[src/rtl/trivium_pkg.sv]
// Shared Trivium constants, sequencer state encoding and the key/IV load image.
package trivium_pkg;

  localparam int TRIVIUM_KEY_BITS      = 80;
  localparam int TRIVIUM_IV_BITS       = 80;
  localparam int TRIVIUM_STATE_BITS    = 288;
  localparam int TRIVIUM_WARMUP_SHIFTS = 1152;

  typedef enum logic [1:0] {
    FSM_IDLE   = 2'd0,
    FSM_WARMUP = 2'd1,
    FSM_RUN    = 2'd2
  } fsm_e;

  // Bit i of the vector is Trivium state bit s(i+1).
  function automatic logic [TRIVIUM_STATE_BITS-1:0] trivium_init(
    input logic [TRIVIUM_KEY_BITS-1:0] key,
    input logic [TRIVIUM_IV_BITS-1:0]  iv
  );
    logic [TRIVIUM_STATE_BITS-1:0] s;
    s          = '0;
    s[79:0]    = key;
    s[172:93]  = iv;
    s[287:285] = 3'b111;
    return s;
  endfunction

endpackage

[src/rtl/trivium_prng.sv]
// Trivium keystream core: loads key/IV, advances RND bit-shifts per update.
module trivium_prng
  import trivium_pkg::*;
#(
  parameter int RND = 1
) (
  input  logic                        clk,
  input  logic [TRIVIUM_KEY_BITS-1:0] key,
  input  logic [TRIVIUM_IV_BITS-1:0]  iv,
  input  logic                        feed_seed,
  input  logic                        update,
  output logic [RND-1:0]              rnd_out
);

  logic [TRIVIUM_STATE_BITS-1:0] state_q, state_d, st;
  logic [RND-1:0] z;
  logic t1, t2, t3;

  // rnd_out[0] is the first keystream bit of the next RND shifts.
  always_comb begin
    st = state_q;
    z  = '0;
    t1 = 1'b0;
    t2 = 1'b0;
    t3 = 1'b0;
    for (int i = 0; i < RND; i++) begin
      t1   = st[65] ^ st[92];
      t2   = st[161] ^ st[176];
      t3   = st[242] ^ st[287];
      z[i] = t1 ^ t2 ^ t3;
      t1   = t1 ^ (st[90] & st[91]) ^ st[170];
      t2   = t2 ^ (st[174] & st[175]) ^ st[263];
      t3   = t3 ^ (st[285] & st[286]) ^ st[68];
      st   = {st[286:177], t2, st[175:93], t1, st[91:0], t3};
    end
  end

  always_comb begin
    state_d = state_q;
    if (feed_seed)   state_d = trivium_init(key, iv);
    else if (update) state_d = st;
  end

  always_ff @(posedge clk) state_q <= state_d;

  assign rnd_out = z;

endmodule

[src/rtl/trivium_rnd_source.sv]
// Seeds the Trivium core, discards warm-up output, then streams registered RND words.
module trivium_rnd_source
  import trivium_pkg::*;
#(
  parameter int RND           = 1,
  parameter int WARMUP_CYCLES = (TRIVIUM_WARMUP_SHIFTS + RND - 1) / RND
) (
  input  logic                        clk,
  input  logic                        rst_n,
  input  logic                        seed_valid,
  output logic                        seed_ready,
  input  logic [TRIVIUM_KEY_BITS-1:0] seed_key,
  input  logic [TRIVIUM_IV_BITS-1:0]  seed_iv,
  output logic                        rnd_valid,
  input  logic                        rnd_ready,
  output logic [RND-1:0]              rnd_data,
  output logic                        seeded
);

  localparam int CW = $clog2(WARMUP_CYCLES + 1);

  fsm_e           fsm_q;
  logic [CW-1:0]  cnt_q;
  logic           rnd_valid_q;
  logic [RND-1:0] rnd_data_q;
  logic [RND-1:0] core_rnd;
  logic           seed_hs, update;

  assign seed_ready = (fsm_q != FSM_WARMUP);
  assign seeded     = (fsm_q == FSM_RUN);
  assign seed_hs    = seed_valid & seed_ready;

  // A seed load always wins over an update so the core never sees both.
  always_comb begin
    update = 1'b0;
    if (!seed_hs) begin
      unique case (fsm_q)
        FSM_WARMUP: update = 1'b1;
        FSM_RUN:    update = !rnd_valid_q | rnd_ready;
        default:    update = 1'b0;
      endcase
    end
  end

  trivium_prng #(.RND(RND)) u_core (
    .clk       (clk),
    .key       (seed_key),
    .iv        (seed_iv),
    .feed_seed (seed_hs),
    .update    (update),
    .rnd_out   (core_rnd)
  );

  always_ff @(posedge clk or negedge rst_n) begin
    if (!rst_n) begin
      fsm_q       <= FSM_IDLE;
      cnt_q       <= '0;
      rnd_valid_q <= 1'b0;
      rnd_data_q  <= '0;
    end else if (seed_hs) begin
      fsm_q       <= FSM_WARMUP;
      cnt_q       <= CW'(WARMUP_CYCLES);
      rnd_valid_q <= 1'b0;
    end else begin
      unique case (fsm_q)
        FSM_WARMUP: begin
          cnt_q <= cnt_q - CW'(1);
          if (cnt_q == CW'(1)) fsm_q <= FSM_RUN;
        end
        FSM_RUN: begin
          if (update) begin
            rnd_data_q  <= core_rnd;
            rnd_valid_q <= 1'b1;
          end
        end
        default: ;
      endcase
    end
  end

  assign rnd_valid = rnd_valid_q;
  assign rnd_data  = rnd_data_q;

endmodule

[config.mk]
export PLATFORM = sky130hd
export DESIGN_NAME = trivium_rnd_source
export DESIGN_NICKNAME = d
export VERILOG_FILES = /design/src/rtl/trivium_pkg.sv /design/src/rtl/trivium_prng.sv /design/src/rtl/trivium_rnd_source.sv
export SDC_FILE = /design/constraint.sdc
export NUM_CORES = 1
export LEC_CHECK = 0
export BUFFER_PORTS_ARGS = -buffer_cell sky130_fd_sc_hd__buf_2
export CORE_MARGIN = 4
export CORE_UTILIZATION = 45
export CTS_CLUSTER_SIZE = 30
export DETAILED_ROUTE_END_ITERATION = 12
export PLACE_DENSITY = 0.66
export SETUP_SLACK_MARGIN = 0.1
export SYNTH_ARGS = -nofsm -noshare
export SYNTH_HDL_FRONTEND = slang
export SYNTH_HIERARCHICAL = 1
export SYNTH_SLANG_ARGS = --single-unit
[constraint.sdc]
create_clock -name clk -period 3.6 [get_ports clk]
set_input_delay 0.54 -clock clk [delete_from_list [all_inputs] [get_ports clk]]
set_output_delay 0.54 -clock clk [all_outputs]
set_load 0.1 [all_outputs]
==> results.py <==
metrics = {
    "run_status": {
        "status": "completed",
    },
    "synthesis": {
        "synthCells": 856,
        "synth.distinct_cells": 39,
        "syn_area_um2": 11800,
        "synth_area_leaders": "edfxtp_1, dfxtp_1, a22o_1",
        "synth_edf_count": 160,
        "yosys.area.top_type": "edfxtp_1",
        "postSynthAreaPerCell_um2": 13.8,
        "yosys_warnings": 6,
        "post-synth-top-area-fraction_pct": 40.6,
        "synth_nets": 1024,
        "synth-seq-area-share_pct": 65.4,
        "postSynth.asyncResetShare_pct": 4.95,
        "ys_seq_elements": 303,
        "synth_ff_type": "edfxtp_1",
    },
    "placed_design": {
        "io_buffers": 167,
        "gp_congestion": 0.784,
        "dp_hpwl_um": 14600,
    },
    "routing": {
        "wl_per_cell_um": 16.9,
        "drc": 0,
        "ant_nets": 0,
        "vias_per_cell": 5.30,
        "routed_wirelength_um": 23200,
        "vias": 7276,
        "first_pass_iters": 4,
        "drtIter0Drc": 442,
    },
    "worst_setup_path": {
        "cp-start-kind": "register",
        "worstSetupEndpointType": "register",
        "path_max_fanout": 42,
        "criticalPathCategory": "register to register",
        "worstRegToRegCells": 8,
        "cp_cell_sequence": "inv_1, ha_1, clkinvlp_4, nand2_1, inv_8, nor2b_4, buf_12, a22o_1",
        "path_depth": 8,
        "crit_slowest_cell": "nor2b_4",
        "critPathBufInv": 4,
        "crit_family": "simple AND/OR/NAND/NOR gates",
        "required_ns": 4.01,
        "arrival_ns": 3.12,
        "critical_path.max_stage_delay_ns": 0.62,
    },
    "timing": {
        "hold_viol_final": 0,
        "worstMarginPinSlew_ns": 0.859,
        "skew_ns": 0.00618,
        "rsz0062_at_grt": "false",
        "fin_crit_sh_pct": 75.4,
        "slew_violations": 0,
        "min_period_ns": 2.72,
        "finalSetupViolCount": 0,
        "fin_tns_setup_ns": 0,
        "worst_slew_margin_rel_pct": 42.7,
        "max_freq_mhz": 368,
    },
    "die": {
        "die_w_um": 170,
        "dieArea_um2": 28900,
        "fp.dieH_um": 170,
        "coreArea_um2": 26000,
        "io_pins": 168,
        "initial_core_util_pct": 45.5,
        "num_rows": 59,
    },
    "clocking": {
        "root_buffer": "clkbuf_16",
        "cts_sinks": 303,
        "htreeDepth": 1,
        "cts_setup_buffers": 0,
        "ctsResizeCount": 0,
        "clk_pin_slew_ns": 0.06,
        "hold_buffers": 1,
        "tritoncts": "done",
        "clk_path_buf_depth": 3,
        "cts_made_buffers": 31,
        "clock_latency_ns": 0.54,
    },
    "final_layout": {
        "layout_common_cells": "buf_2, edfxtp_1, a22o_1",
        "regArea_um2": 7740,
        "multi_input_area_um2": 3690,
        "layout_commonest_cell": "buf_2",
        "nets": 1178,
        "drive_above_1_share_pct": 24.1,
        "num-fill-cells": 2202,
        "syn_to_final_growth_pct": 18.1,
    },
    "grt": {
        "track_usage_pct": 15.3,
        "grt_overflow": 0,
        "antenna_found_initial": 9,
        "grt_pass1_wl_um": 36400,
        "grt_pass1_vias": 6927,
        "grt_max_degree": 208,
    },
    "flow_run": {
        "cap_viol_max_count": 0,
    },
    "hold_path": {
        "hold_class": "primary input to register",
        "holdPathStages": 2,
    },
}
-- routing by layer --
metal / vias to the layer above / global-route usage (%) / part of all wire [%]
li1: 3517 / - / -
met2: 199 / 21.9 / 44
met5: - / 0 / 0.33
met1: 3498 / 22.8 / 46
met4: 14 / 3.89 / 2.3
met3: 48 / 4.62 / 7.1
-- per-stage QoR --
| stage | area (um2) | hold slack (ns) | setup WS [ns] | util (%) | std cells |
|---|---|---|---|---|---|
| after floorplan | 11800 | 0.244 | 0.149 | - | 856 |
| after global placement | 13000 | 0.456 | 1.00 | 50.0 | 1311 |
| after detailed placement | 13000 | 0.461 | 0.935 | 50.0 | 1311 |
| after CTS | 14000 | 0.265 | 0.889 | 53.7 | 1370 |
| after global routing | 14000 | 0.268 | 0.677 | 53.8 | 1372 |
| final | 14000 | 0.293 | 0.885 | 53.8 | 1372 |
-- final timing paths --
kind                                      from  slack (ns)                   to
setup / recovery                      fsm_q[1]        0.88  u_core/state_q[128]
hold / removal                    seed_key[24]        0.29   u_core/state_q[24]
setup reg to reg                      fsm_q[1]        0.88  u_core/state_q[128]
hold reg to reg            u_core/state_q[284]        0.47  u_core/state_q[285]
max in group asynchronous                rst_n        2.92            rnd_valid
min in group asynchronous                rst_n        0.43             cnt_q[2]
-- cell type report --
type                       instances  area share [%]
sequential                       303            55.4
multi-input combinational        481            26.4
timing repair buffer             186            7.92
clock buffer                      50            6.60
tap                              335            3.00
clock inverter                     8           0.340
inverter                           7           0.269
antenna                            2          0.0358
-- registers in the layout, indices dropped and copies added (netlist names) --
register,flops
u_core/state_q,288
cnt_q,11
fsm_q,2
rnd_data,1
rnd_valid,1
-- synthesized netlist by cell type, drive strengths merged, types with 3 or more instances --
cell / n
nor2b: 5
a211o: 3
xnor2: 4
edfxtp: 160
ha: 4
nor2: 131
inv: 7
dfxtp: 128
clkbuf: 26
dfrtp: 15
o21ai: 9
mux2i: 126
a22o: 159
buf: 39
nand2: 12
-- kinds of logic after synthesis --
logic type | after synthesis | share of synthesized area [%]
flip-flops | 303 | 65.4
AO/OA/AOI/OAI | 183 | 13.2
multiplexers | 127 | 10.8
buffers and inverters | 72 | 3.56
XOR/XNOR | 8 | 1.03
adder cells (fa/ha/maj) | 4 | 0.423
AND/OR/NAND/NOR | 159 | 5.62
Power is left out: the tool's default activity adds up to more than one toggle a clock period on the data nets, which glitch-free logic cannot reach.
